$ cat config.mk
export PLATFORM = sky130hd
export DESIGN_NAME = mem_port_arbiter_flat
export DESIGN_NICKNAME = d
export VERILOG_FILES = /design/src/rtl/mem_port_arbiter_pkg.sv /design/src/rtl/mem_port_arbiter_if.sv /design/src/rtl/mem_port_arbiter_burst_offset_counter.sv /design/src/rtl/mem_port_arbiter.sv /design/src/flat_wrapper.sv
export SDC_FILE = /design/constraint.sdc
export NUM_CORES = 1
export LEC_CHECK = 0
export BUFFER_PORTS_ARGS = -buffer_cell sky130_fd_sc_hd__buf_2
export CORE_AREA = 5 5 64 66
export CTS_CLUSTER_SIZE = 12
export DETAILED_ROUTE_END_ITERATION = 10
export DIE_AREA = 0 0 69 71
export GPL_TIMING_DRIVEN = 0
export PLACE_DENSITY = 0.66
export SETUP_SLACK_MARGIN = 0.4
export SLEW_MARGIN = 20
export SYNTH_ARGS = -nofsm -noshare
export SYNTH_HDL_FRONTEND = slang
export SYNTH_SLANG_ARGS = --single-unit
$ cat constraint.sdc
create_clock -name clk -period 2.3 [get_ports clk]
set_input_delay 0.46 -clock clk [delete_from_list [all_inputs] [get_ports clk]]
set_output_delay 0.46 -clock clk [all_outputs]
set_load 0.01 [all_outputs]
$ cat src/rtl/mem_port_arbiter_pkg.sv
`default_nettype none
// ============================================================================
// Module      : cache_pkg
// Description : Shared definitions for the SDRAM word-port arbiter: FSM state
//               encodings, default sizes, requester indices and the
//               round-robin / writeback-first winner selection.
// Revision    : 1.0 - initial release
// ============================================================================
package cache_pkg;

  // Arbiter FSM state encodings
  localparam logic [2:0] IDLE   = 3'd0;
  localparam logic [2:0] GRANT  = 3'd1;
  localparam logic [2:0] STROBE = 3'd2;
  localparam logic [2:0] GAP    = 3'd3;
  localparam logic [2:0] DONE   = 3'd4;

  // Default geometry: 32-word blocks, 11-bit block address
  localparam int DEF_BLOCKSIZE_W = 5;
  localparam int DEF_BADDR_W     = 11;

  // Requester indices
  localparam logic REQ_P0 = 1'b0;
  localparam logic REQ_P1 = 1'b1;

  // Returns the winning requester index. A lone requester always wins. On a
  // tie the writer wins when wb_first is set and exactly one side writes;
  // otherwise the port that was not granted last wins.
  function automatic logic arb_pick(input logic req0, input logic req1,
                                    input logic wr0, input logic wr1,
                                    input logic last, input logic wb_first);
    logic pick;
    pick = ~last;
    if (req0 && !req1) begin
      pick = REQ_P0;
    end else if (req1 && !req0) begin
      pick = REQ_P1;
    end else if (wb_first && (wr0 ^ wr1)) begin
      pick = wr1 ? REQ_P1 : REQ_P0;
    end
    return pick;
  endfunction

endpackage
`default_nettype wire

$ cat src/rtl/mem_port_arbiter_if.sv
`default_nettype none
// ============================================================================
// Module      : mem_port_arbiter_if
// Description : Requester handshake and SDRAM word-port bundle. The master
//               modport is the requester / memory side, the slave modport is
//               the arbiter.
// Revision    : 1.0 - initial release
// ============================================================================
interface mem_port_arbiter_if
  import cache_pkg::*;
#(
  parameter int BLOCKSIZE_W = DEF_BLOCKSIZE_W,
  parameter int BADDR_W     = DEF_BADDR_W
) ();

  logic                           req0;
  logic                           req1;
  logic                           wr0;
  logic                           wr1;
  logic [BADDR_W-1:0]             baddr0;
  logic [BADDR_W-1:0]             baddr1;
  logic                           gnt0;
  logic                           gnt1;
  logic                           done0;
  logic                           done1;
  logic [BADDR_W+BLOCKSIZE_W-1:0] sdram_addr;
  logic [BLOCKSIZE_W-1:0]         word_offset;
  logic                           wr_rd_sdram;
  logic                           memstrb;
  logic                           busy;

  modport master (
    output req0, req1, wr0, wr1, baddr0, baddr1,
    input  gnt0, gnt1, done0, done1, sdram_addr, word_offset,
    input  wr_rd_sdram, memstrb, busy
  );

  modport slave (
    input  req0, req1, wr0, wr1, baddr0, baddr1,
    output gnt0, gnt1, done0, done1, sdram_addr, word_offset,
    output wr_rd_sdram, memstrb, busy
  );

endinterface
`default_nettype wire

$ cat src/rtl/mem_port_arbiter_burst_offset_counter.sv
`default_nettype none
// ============================================================================
// Module      : burst_offset_counter
// Description : Word index within a block burst. Synchronous clear, enabled
//               increment, and a flag for the final word of the block.
// Revision    : 1.0 - initial release
// ============================================================================
module burst_offset_counter
  import cache_pkg::*;
#(
  parameter int BLOCKSIZE_W = DEF_BLOCKSIZE_W
) (
  input  wire logic                   clk,
  input  wire logic                   rst,
  input  wire logic                   clr_i,
  input  wire logic                   inc_i,
  output logic [BLOCKSIZE_W-1:0]      offset_o,
  output logic                        last_o
);

  logic [BLOCKSIZE_W-1:0] offset_q;

  // Offset register: clear dominates increment
  always_ff @(posedge clk) begin
    if (rst || clr_i) begin
      offset_q <= '0;
    end else if (inc_i) begin
      offset_q <= offset_q + {{(BLOCKSIZE_W-1){1'b0}}, 1'b1};
    end
  end

  assign offset_o = offset_q;
  assign last_o   = (offset_q == {BLOCKSIZE_W{1'b1}});

endmodule
`default_nettype wire

$ cat src/rtl/mem_port_arbiter.sv
`default_nettype none
// ============================================================================
// Module      : mem_port_arbiter
// Description : Two-requester round-robin arbiter for the SDRAM word port.
//               Grants one owner and sequences a 2^BLOCKSIZE_W word burst as
//               alternating STROBE/GAP cycles, then pulses done to the owner.
//               Optional macro MEM_ARB_WB_FIRST_EN: on a tie where exactly one
//               side writes, the writer wins (dirty writeback before fill).
// Revision    : 1.0 - initial release
// ============================================================================
module mem_port_arbiter
  import cache_pkg::*;
#(
  parameter int BLOCKSIZE_W = DEF_BLOCKSIZE_W,
  parameter int BADDR_W     = DEF_BADDR_W
) (
  input wire logic          clk,
  input wire logic          rst,
  mem_port_arbiter_if.slave bus
);

`ifdef MEM_ARB_WB_FIRST_EN
  localparam logic WB_FIRST = 1'b1;
`else
  localparam logic WB_FIRST = 1'b0;
`endif

  logic [2:0]             state_q;
  logic [2:0]             state_d;
  logic                   last_q;     // last-granted port; also the owner during a burst
  logic                   gnt0_q;
  logic                   gnt1_q;
  logic                   done0_q;
  logic                   done1_q;
  logic                   memstrb_q;
  logic                   wr_rd_q;
  logic [BADDR_W-1:0]     baddr_q;
  logic                   winner;
  logic                   ctr_clr;
  logic                   ctr_inc;
  logic                   ctr_last;
  logic [BLOCKSIZE_W-1:0] offset;

  assign winner = arb_pick(bus.req0, bus.req1, bus.wr0, bus.wr1, last_q, WB_FIRST);

  // Offset restarts on GRANT and is parked at zero once the burst finishes
  assign ctr_clr = (state_q == GRANT) || (state_q == DONE);
  assign ctr_inc = (state_q == GAP) && !ctr_last;

  burst_offset_counter #(
    .BLOCKSIZE_W (BLOCKSIZE_W)
  ) u_offset (
    .clk      (clk),
    .rst      (rst),
    .clr_i    (ctr_clr),
    .inc_i    (ctr_inc),
    .offset_o (offset),
    .last_o   (ctr_last)
  );

  // Next-state logic of the burst sequencer
  always_comb begin
    state_d = state_q;
    case (state_q)
      IDLE:    if (bus.req0 || bus.req1) state_d = GRANT;
      GRANT:   state_d = STROBE;
      STROBE:  state_d = GAP;
      GAP:     state_d = ctr_last ? DONE : STROBE;
      DONE:    state_d = IDLE;
      default: state_d = IDLE;
    endcase
  end

  // State, grant latch and registered outputs derived from the next state
  always_ff @(posedge clk) begin
    if (rst) begin
      state_q   <= IDLE;
      last_q    <= REQ_P1;
      gnt0_q    <= 1'b0;
      gnt1_q    <= 1'b0;
      done0_q   <= 1'b0;
      done1_q   <= 1'b0;
      memstrb_q <= 1'b0;
      wr_rd_q   <= 1'b0;
      baddr_q   <= '0;
    end else begin
      state_q   <= state_d;
      memstrb_q <= (state_d == STROBE);
      done0_q   <= (state_d == DONE) && (last_q == REQ_P0);
      done1_q   <= (state_d == DONE) && (last_q == REQ_P1);
      if ((state_q == IDLE) && (state_d == GRANT)) begin
        last_q  <= winner;
        gnt0_q  <= (winner == REQ_P0);
        gnt1_q  <= (winner == REQ_P1);
        baddr_q <= (winner == REQ_P1) ? bus.baddr1 : bus.baddr0;
        wr_rd_q <= (winner == REQ_P1) ? bus.wr1 : bus.wr0;
      end else if (state_d == DONE) begin
        wr_rd_q <= 1'b0;
      end else if (state_d == IDLE) begin
        gnt0_q  <= 1'b0;
        gnt1_q  <= 1'b0;
        baddr_q <= '0;
        wr_rd_q <= 1'b0;
      end
    end
  end

  assign bus.gnt0        = gnt0_q;
  assign bus.gnt1        = gnt1_q;
  assign bus.done0       = done0_q;
  assign bus.done1       = done1_q;
  assign bus.memstrb     = memstrb_q;
  assign bus.wr_rd_sdram = wr_rd_q;
  assign bus.word_offset = offset;
  assign bus.sdram_addr  = {baddr_q, offset};
  assign bus.busy        = (state_q != IDLE);

endmodule
`default_nettype wire

$ cat src/flat_wrapper.sv
// flat-port wrapper written by rule: the top's interface ports become plain ports
module mem_port_arbiter_flat import cache_pkg::*;
#(
  parameter int BLOCKSIZE_W = DEF_BLOCKSIZE_W,
  parameter int BADDR_W     = DEF_BADDR_W
)
  (clk, rst, bus_req0, bus_req1, bus_wr0, bus_wr1, bus_baddr0, bus_baddr1, bus_gnt0, bus_gnt1, bus_done0, bus_done1, bus_sdram_addr, bus_word_offset, bus_wr_rd_sdram, bus_memstrb, bus_busy);
  mem_port_arbiter_if #(.BLOCKSIZE_W(BLOCKSIZE_W), .BADDR_W(BADDR_W)) bus_i ();
  input wire logic clk;
  input wire logic rst;
  input wire logic [$bits(bus_i.req0)-1:0] bus_req0;
  input wire logic [$bits(bus_i.req1)-1:0] bus_req1;
  input wire logic [$bits(bus_i.wr0)-1:0] bus_wr0;
  input wire logic [$bits(bus_i.wr1)-1:0] bus_wr1;
  input wire logic [$bits(bus_i.baddr0)-1:0] bus_baddr0;
  input wire logic [$bits(bus_i.baddr1)-1:0] bus_baddr1;
  output wire logic [$bits(bus_i.gnt0)-1:0] bus_gnt0;
  output wire logic [$bits(bus_i.gnt1)-1:0] bus_gnt1;
  output wire logic [$bits(bus_i.done0)-1:0] bus_done0;
  output wire logic [$bits(bus_i.done1)-1:0] bus_done1;
  output wire logic [$bits(bus_i.sdram_addr)-1:0] bus_sdram_addr;
  output wire logic [$bits(bus_i.word_offset)-1:0] bus_word_offset;
  output wire logic [$bits(bus_i.wr_rd_sdram)-1:0] bus_wr_rd_sdram;
  output wire logic [$bits(bus_i.memstrb)-1:0] bus_memstrb;
  output wire logic [$bits(bus_i.busy)-1:0] bus_busy;
  assign bus_i.req0 = bus_req0;
  assign bus_i.req1 = bus_req1;
  assign bus_i.wr0 = bus_wr0;
  assign bus_i.wr1 = bus_wr1;
  assign bus_i.baddr0 = bus_baddr0;
  assign bus_i.baddr1 = bus_baddr1;
  assign bus_gnt0 = bus_i.gnt0;
  assign bus_gnt1 = bus_i.gnt1;
  assign bus_done0 = bus_i.done0;
  assign bus_done1 = bus_i.done1;
  assign bus_sdram_addr = bus_i.sdram_addr;
  assign bus_word_offset = bus_i.word_offset;
  assign bus_wr_rd_sdram = bus_i.wr_rd_sdram;
  assign bus_memstrb = bus_i.memstrb;
  assign bus_busy = bus_i.busy;
  mem_port_arbiter #(.BLOCKSIZE_W(BLOCKSIZE_W), .BADDR_W(BADDR_W)) u_core (.clk(clk), .rst(rst), .bus(bus_i));
endmodule
==> impl_metrics.py, run 1 <==
metrics = {
    "status": {
        "status": "complete, no violations",
    },
    "detailed_routing": {
        "dr.pass1.iters": 4,
        "drc": 0,
        "viasPerCell": 5.087,
        "antenna_left": 0,
        "wl_per_cell_um": 13.30,
        "drt-total-wl_um": 3364,
        "drtIter0Drc": 31,
        "vias": 1287,
    },
    "timing": {
        "slew_headroom": 0.6820,
        "min_period_over_period": 0.7992,
        "max_freq_ghz": 0.5440,
        "setup_violations": 0,
        "worst_pin_slew_ns": 0.4771,
        "min_period_ns": 1.838,
        "slew_violations": 0,
        "hold_viol": 0,
        "tns_ns": 0,
        "rsz0062_at_grt": "yes",
        "clock_skew_ns": 0.01190,
    },
    "critical_path": {
        "slowest_stage": "dfxtp_2",
        "critical_path_arrival_ns": 1.38,
        "crit_fanout": 8,
        "worstPathCellList": "buf_8, nor3_4, buf_6, buf_12, inv_1, buf_2",
        "cp-end-kind": "primary output",
        "crit_buf_inv": 5,
        "critical_path_class": "register to primary output",
        "required_ns": 1.84,
        "max_stage_delay_ns": 0.35,
        "crit_family": "buffers and inverters",
        "startpoint_type": "register",
    },
    "flow_run": {
        "maxCapViolCount": 0,
    },
    "finish": {
        "final_nets": 236,
        "final_cells": 253,
        "area_growth_pct": 35.58,
        "drive_gt1_frac": 0.4537,
        "n_antenna_cell": 0,
    },
    "clock_tree": {
        "cts_hold_buf": 0,
        "cts.sinks": 26,
        "cts_root_buffer": "clkbuf_4",
        "clk_pin_slew_worst_paths_ns": 0.15,
        "clk_path_buf_depth": 2,
        "clk_latency_ns": 0.33,
        "cts_buffers": 3,
        "htreeDepth": 1,
        "cts_tree": "built",
    },
    "logic_synthesis": {
        "synth.area.top_cells": "dfxtp_1 (41%), a311oi_1 (7.5%), nand4_1 (5.8%)",
        "synth_top_area_frac": 0.4055,
        "synth_most_common_cell": "dfxtp_1",
        "synth_area_um2": 1284,
        "ys_async_sr_fraction": 0,
        "synth_top_cell_by_area": "dfxtp_1",
        "synth_cell_type_count": 33,
        "synth_ff_type": "dfxtp_1",
        "syn_area_per_cell_um2": 9.170,
        "synth_edf_count": 0,
        "syn_inst": 140,
        "synth_seq_area_share": 0.4055,
        "ys_warn_count": 0,
        "ys_ff_latch": 26,
        "synth_common_cells": "dfxtp_1 (26), nor2_1 (16), nand4_1 (12)",
        "synth.net_count": 170,
    },
    "placed_design": {
        "gp_congestion": 0.7559,
        "dp_hpwl_um": 2561,
        "post-place-cells": 243,
        "port_buffers": 55,
    },
    "power": {
        "power_frac_seq": 0.461,
        "swShare": 0.2806,
        "p_sw_mw": 0.3058,
        "total_leakage_power_nw": 0.7917,
        "max-vdd-ir-drop_mv": 0.2556,
        "total_power_mw": 1.090,
        "pwr-share-comb": 0.246,
        "powerDensity_nw_per_um2": 626.2,
        "p_clk_frac": 0.292,
        "internal-power_mw": 0.7841,
    },
    "floorplanning": {
        "std_cell_rows": 22,
        "die_area_um2": 4899,
        "ios": 56,
        "fp.dieH_um": 71,
        "initial_core_util": 0.3643,
        "core-area_um2": 3523,
        "die_w_um": 69,
    },
    "min_path": {
        "hold_path_class": "input port to register",
    },
    "global_route": {
        "grt_pass1_wl_um": 5823,
        "grt-ovfl-total": 0,
        "antenna_found_initial": 0,
        "grt.total_usage": 0.1434,
        "grt_pass1_vias": 1296,
        "grt_max_degree": 16,
    },
}
-- sequential cells by signal (all words and copies together) (netlist names) --
register	flops
u_core.bus.gnt1	1
u_core.last_q	1
u_core.baddr_q	11
u_core.u_offset.offset_o	5
u_core.bus.memstrb	1
u_core.bus.gnt0	1
u_core.state_q	3
u_core.bus.wr_rd_sdram	1
u_core.bus.done1	1
u_core.bus.done0	1
-- cells in the final DEF (no fill, tap or decap), drive strengths merged, types with 2 or more instances in the layout --
cell type / count
buf: 75
dfxtp: 26
nor2: 16
nand3: 14
nand4: 12
a311oi: 12
nand2: 7
clkbuf: 7
a21oi: 5
nor3: 4
and3: 3
inv: 3
nor4: 2
xnor2: 2
o21ai: 2
or3: 2
o21bai: 2
ha: 2
-- per-stage QoR --
stage	worst slack (ns)	area [µm²]	utilization	hold slack, ns
6_report	0.4618	1740	0.4940	0.3775
5_1_grt	0.3757	1740	0.4940	0.3629
4_1_cts	0.3991	1690	0.4798	0.3670
3_5_place_dp	0.4079	1619	0.4595	0.4750
3_3_place_gp	0.4304	1619	0.4595	0.4752
2_1_floorplan	0.5173	1284	-	0.4519
-- worst register-to-register path, stage by stage (launching register included) --
cell and delay, ns:
dfxtp_2 0.38, ha_1 0.21, and3_1 0.19, ha_2 0.20
nand4bb_4 0.26, or3_1 0.36, a21oi_1 0.13
-- what timing repair did --
action                     in CTS  in global routing
resized for setup               1                  7
pin swaps                       0                  1
setup buffers                   1                  5
setup endpoints to repair       3                  3
-- power by group through the flow --
stage | clock [mW] | sequential [mW] | combinational [mW]
after global routing | 0.350 | 0.508 | 0.298
final | 0.319 | 0.503 | 0.268
after floorplan | 0 | 0.524 | 0.145
after global placement | 0 | 0.511 | 0.247
after CTS | 0.327 | 0.502 | 0.255
after detailed placement | 0 | 0.511 | 0.249
-- logic make-up after synthesis --
family,count (synthesis),synth area share
XOR/XNOR,2,0.01365
AND/OR/NAND/NOR,63,0.2856
buffers and inverters,21,0.1131
adder cells (fa/ha/maj),2,0.01949
flip-flops,26,0.4055
AO/OA/AOI/OAI,26,0.1628
-- final cells by class --
| cell class | count | area, µm² |
|---|---|---|
| Tap cell | 48 | 60.06 |
| Clock inverter | 1 | 30.03 |
| Fill cell | 373 | 1783 |
| Clock buffer | 3 | 22.52 |
| Timing Repair Buffer | 61 | 320.3 |
| Sequential cell | 26 | 524.3 |
| Multi-Input combinational cell | 93 | 631.9 |
| Buffer | 18 | 140.1 |
| Inverter | 3 | 11.26 |
-- layer usage --
metal  vias to the layer above  GRT usage  wire (µm)
met5                         -          0          0
met4                         0    0.04555         24
met3                         2    0.04545        275
met2                        51     0.2415       1511
met1                       584     0.1738       1553
li1                        650          -          -
-- final timing paths --
check	start	to	slack, ns	cells past startpoint
setup reg to reg	u_core.u_offset.offset_o[0]	u_core.u_offset.offset_o[3]	0.50	6
hold / removal	bus_baddr1[2]	u_core.baddr_q[2]	0.38	3
setup / recovery	u_core.state_q[1]	bus_busy	0.46	6
hold reg to reg	u_core.baddr_q[0]	u_core.baddr_q[0]	0.50	2
No activity file was read; power rests on OpenSTA's default activity.
==> run 2, diff against run 1 <==
==> constraint.sdc (replaced) <==
create_clock -name clk -period 1.91 [get_ports clk]
set_input_delay 0.382 -clock clk [delete_from_list [all_inputs] [get_ports clk]]
set_output_delay 0.382 -clock clk [all_outputs]
set_load 0.01 [all_outputs]
==> run 2 against run 1 <==
  * Global-route usage grew 0.20 points
  * Register-to-register slack lost 0.22 ns
  * Sequential share of layout area is 2.1 points lower
  * Clock skew fell by 0.0020 ns
  * Worst setup slack got worse by 0.25 ns
  * Sequential cell count did not move
  * Sequential power increased by 20%
  * Die area unchanged
==> impl_metrics.py, run 2 (synthesized netlist as in run 1, its figures left out) <==
metrics = {
    "status": {
        "status": "complete, no violations",
    },
    "floorplanning": {
        "initial_core_util": 0.3643,
        "core-area_um2": 3523,
        "die_w_um": 69,
        "std_cell_rows": 22,
        "die_area_um2": 4899,
        "ios": 56,
        "fp.dieH_um": 71,
    },
    "critical_path": {
        "cp.depth": 6,
        "cp-end-kind": "primary output",
        "cp_common_cell": "buf_6",
        "startpoint_type": "register",
        "required_ns": 1.53,
        "r2r_cells": 6,
        "crit_buf_inv": 5,
        "crit_fanout": 4,
        "crit_family": "buffers and inverters",
        "max_stage_delay_ns": 0.34,
        "critical_path_arrival_ns": 1.32,
        "slowest_stage": "dfxtp_2",
        "worstPathCellList": "buf_6, nor3_4, buf_6, buf_12, inv_4, buf_6",
        "critical_path_class": "register to primary output",
    },
    "global_route": {
        "grt_max_degree": 15,
        "antenna_found_initial": 0,
        "grt.total_usage": 0.1454,
        "grt-ovfl-total": 0,
        "grt_pass1_vias": 1311,
        "grt_pass1_wl_um": 6003,
    },
    "min_path": {
        "holdPathStages": 3,
        "hold_path_class": "input port to register",
    },
    "finish": {
        "final_nets": 243,
        "drive_gt1_frac": 0.5377,
        "mostFrequentLayoutCells": "buf_2 (56), dfxtp_1 (22), buf_4 (16), nor2_1 (16), nand4_1 (12)",
        "area_growth_pct": 47.56,
        "largest_reg_flops": 11,
        "top_register": "u_core.baddr_q",
        "final_common_cell": "buf_2",
        "n_antenna_cell": 0,
    },
    "detailed_routing": {
        "antenna_left": 0,
        "drtIter0Drc": 37,
        "wl_per_cell_um": 13.94,
        "dr.pass1.iters": 4,
        "vias": 1308,
        "drt-total-wl_um": 3624,
        "drc": 0,
        "viasPerCell": 5.031,
    },
    "power": {
        "p_clk_frac": 0.198,
        "pwr-share-comb": 0.301,
        "powerDensity_nw_per_um2": 637.2,
        "power_frac_seq": 0.500,
        "swShare": 0.3085,
        "total_leakage_power_nw": 0.8374,
        "internal-power_mw": 0.8347,
        "max-vdd-ir-drop_mv": 0.2835,
        "p_sw_mw": 0.3723,
    },
    "placed_design": {
        "gp_congestion": 0.7541,
        "dp_hpwl_um": 2545,
        "port_buffers": 55,
    },
    "clock_tree": {
        "htreeDepth": 1,
        "clk_latency_ns": 0.32,
        "cts.sinks": 26,
        "cts_tree": "built",
        "cts_root_buffer": "clkbuf_4",
        "cts_buffers": 3,
        "clk_path_buf_depth": 2,
        "clk_pin_slew_worst_paths_ns": 0.14,
        "cts_hold_buf": 0,
    },
    "timing": {
        "slew_violations": 0,
        "max_freq_ghz": 0.5885,
        "worst_pin_slew_ns": 0.5366,
        "min_period_over_period": 0.8897,
        "holdWs_ns": 0.3082,
        "tns_ns": 0,
        "min_period_ns": 1.699,
        "slew_headroom": 0.6423,
        "hold_viol": 0,
        "clock_skew_ns": 0.009903,
        "rsz0062_at_grt": "yes",
        "setup_violations": 0,
    },
    "flow_run": {
        "maxCapViolCount": 0,
    },
}
==> run 2: final cells by class <==
class | count | area, µm²
plain buffers | 18 | 143.9
clock buffers | 4 | 26.28
fillers | 372 | 1629
inverters | 3 | 13.76
multi-input cells | 93 | 704.4
flip-flops and latches | 26 | 530.5
well taps | 48 | 60.06
repair buffers | 68 | 415.4
==> run 2: repair_timing <==
action | CTS | global route
gates resized for setup | 8 | 20
endpoints found under the hold margin | 0 | 0
cloned | 0 | 1
buffers inserted | 6 | 6
setup endpoints to repair | 4 | 19
pin swaps | 3 | 10
==> run 2: routing by layer <==
layer | GRT usage | wire, µm | vias up
li1 | - | - | 663
met1 | 0.1709 | 1526 | 587
met2 | 0.2564 | 1733 | 52
met3 | 0.05256 | 334 | 6
met4 | 0.02603 | 29 | 0
met5 | 0 | 0 | -
==> run 2: tightest hold or removal path, stage by stage <==
cell	delay (ns)
buf_2	0.10
nand3_2	0.04
a311oi_1	0.07
==> run 2: stage by stage <==
stage / worst slack (ns) / utilization / instance area, µm² / power [mW] / std cells
final: 0.2107 / 0.5376 / 1894 / 1.207 / 260
after global routing: 0.1479 / 0.5376 / 1894 / 1.281 / 260
after CTS: 0.1933 / 0.4979 / 1754 / 1.179 / 253
after detailed placement: 0.2723 / 0.4727 / 1665 / 0.9171 / 243
after global placement: 0.2935 / 0.4727 / 1665 / 0.9151 / 243
after floorplan: 0.3503 / - / 1330 / 0.8072 / 140
==> run 2: power by group through the flow <==
stage / Combinational (mW) / Sequential (mW) / Clock [mW]
2_1_floorplan: 0.176 / 0.631 / 0
3_3_place_gp: 0.299 / 0.617 / 0
3_5_place_dp: 0.301 / 0.616 / 0
4_1_cts: 0.325 / 0.603 / 0.251
5_1_grt: 0.398 / 0.610 / 0.274
6_report: 0.364 / 0.604 / 0.239
==> run 2: final timing paths <==
kind                               start  slack [ns]                     endpoint
max reg2reg  u_core.u_offset.offset_o[1]        0.28  u_core.u_offset.offset_o[3]
min reg2reg            u_core.baddr_q[0]        0.50            u_core.baddr_q[0]
min                        bus_baddr1[2]        0.31            u_core.baddr_q[2]
max                    u_core.state_q[2]        0.21                     bus_busy
==> run 3, diff against run 2 <==
--- a/config.mk
+++ b/config.mk
@@ -12,6 +12,7 @@
 export DIE_AREA = 0 0 69 71
 export GPL_TIMING_DRIVEN = 0
 export PLACE_DENSITY = 0.66
+export REMOVE_ABC_BUFFERS = 1
 export SETUP_SLACK_MARGIN = 0.4
 export SLEW_MARGIN = 20
 export SYNTH_ARGS = -nofsm -noshare
==> run 3 against run 2 <==
  * Combinational power down 19%
  * Maximum frequency grew 7.1%
  * Routed wire length fell by 6.6%
  * Largest cell class unchanged
  * Highest routed layer unchanged
  * Sequential cell count is the same
  * Via count is 5.0% lower
  * Cell count decreased by 5.0%
==> impl_metrics.py, run 3 (synthesized netlist as in run 1, its figures left out) <==
metrics = {
    "timing": {
        "holdWs_ns": 0.3180,
        "clock_skew_ns": 0.008564,
        "setup_violations": 0,
        "min_period_ns": 1.586,
        "max_freq_ghz": 0.6305,
        "slew_headroom": 0.6300,
        "min_period_over_period": 0.8304,
        "hold_viol": 0,
        "rsz0062_at_grt": "yes",
        "tns_ns": 0,
        "slew_violations": 0,
        "worst_pin_slew_ns": 0.5535,
    },
    "power": {
        "max-vdd-ir-drop_mv": 0.3139,
        "powerDensity_nw_per_um2": 672.1,
        "total_leakage_power_nw": 0.7669,
        "total_power_mw": 1.186,
    },
    "detailed_routing": {
        "drt-total-wl_um": 3386,
        "drtIter0Drc": 41,
        "vias": 1242,
        "drc": 0,
        "wl_per_cell_um": 13.71,
        "viasPerCell": 5.028,
        "dr.pass1.iters": 4,
        "antenna_left": 0,
    },
    "floorplanning": {
        "ios": 56,
        "core-area_um2": 3523,
        "fp.dieH_um": 71,
        "die_area_um2": 4899,
        "die_w_um": 69,
        "initial_core_util": 0.3643,
        "std_cell_rows": 22,
    },
    "placed_design": {
        "dp_hpwl_um": 2084,
        "gp_congestion": 0.6939,
        "port_buffers": 55,
        "post-place-cells": 225,
    },
    "finish": {
        "top_register": "u_core.baddr_q",
        "area_growth_pct": 37.43,
        "mostFrequentLayoutCells": "buf_2 (55), dfxtp_1 (21), nor2_1 (16), buf_4 (16), nand4_1 (12)",
        "finish.utilization": 0.5007,
        "final_cells": 247,
        "drive_gt1_frac": 0.5025,
        "final_common_cell": "buf_2",
        "largest_reg_flops": 11,
        "n_antenna_cell": 0,
        "final_nets": 230,
    },
    "global_route": {
        "grt-ovfl-total": 0,
        "grt.total_usage": 0.1346,
        "grt_pass1_wl_um": 5520,
        "grt_pass1_vias": 1217,
        "grt_max_degree": 24,
        "antenna_found_initial": 0,
    },
    "clock_tree": {
        "clk_latency_ns": 0.32,
        "cts_buffers": 3,
        "cts_tree": "built",
        "clk_pin_slew_worst_paths_ns": 0.14,
        "clk_path_buf_depth": 2,
        "cts_hold_buf": 0,
        "cts.sinks": 26,
        "htreeDepth": 1,
        "cts_root_buffer": "clkbuf_4",
    },
    "flow_run": {
        "maxCapViolCount": 0,
    },
    "critical_path": {
        "cp-end-kind": "register",
        "critical_path_class": "register to register",
        "required_ns": 2.17,
        "critical_path_arrival_ns": 1.85,
        "startpoint_type": "register",
        "crit_fanout": 5,
    },
    "min_path": {
        "hold_path_class": "input port to register",
    },
    "status": {
        "status": "complete, no violations",
    },
}
-- run 3: worst paths after layout --
kind	cells past startpoint	slack, ns	to	from
hold / removal	3	0.32	u_core.baddr_q[2]	bus_baddr1[2]
setup reg to reg	6	0.32	u_core.u_offset.offset_o[3]	u_core.u_offset.offset_o[0]
setup / recovery	6	0.32	u_core.u_offset.offset_o[3]	u_core.u_offset.offset_o[0]
hold reg to reg	2	0.50	u_core.baddr_q[9]	u_core.baddr_q[9]
-- run 3: power breakdown --
| group | total (mW) | switching, mW | internal (mW) |
|---|---|---|---|
| logic | 0.296 | 0.163 | 0.133 |
| registers | 0.616 | 0.0361 | 0.580 |
| clock network | 0.274 | 0.158 | 0.116 |
-- run 3: cell type report --
class	count	area, µm²
Fill cell	373	1759
Multi-Input combinational cell	94	716.9
Sequential cell	26	539.3
Timing Repair Buffer	72	400.4
Tap cell	48	60.06
Clock buffer	4	36.28
Inverter	3	11.26
-- run 3: per-layer routing --
metal,track usage,routed length [µm],share of wire
met4,0.04555,19,0.0056
met2,0.2362,1603,0.47
met1,0.1578,1473,0.44
met3,0.03693,290,0.086
met5,0,0,0
-- run 3: repair_timing --
action                                  CTS  global route
gates cloned                              1             0
pin swaps                                 7             6
buffers inserted                          9             8
resized for setup                        19             6
endpoints found under the setup margin   21            13
-- run 3: per-stage QoR --
stage / cell area, µm² / setup WS, ns
2_1_floorplan: 1150 / 0.08057
3_3_place_gp: 1485 / -0.2757
3_5_place_dp: 1489 / -0.04367
4_1_cts: 1684 / 0.3017
5_1_grt: 1764 / 0.2628
6_report: 1764 / 0.3239
-- run 3: worst max-delay path, cell delays in order (launching register included) --
cell and delay [ns]:
dfxtp_4 0.38, ha_4 0.16, and3_4 0.18, ha_4 0.16
nand4bb_4 0.20, or3_1 0.33, a21oi_1 0.12
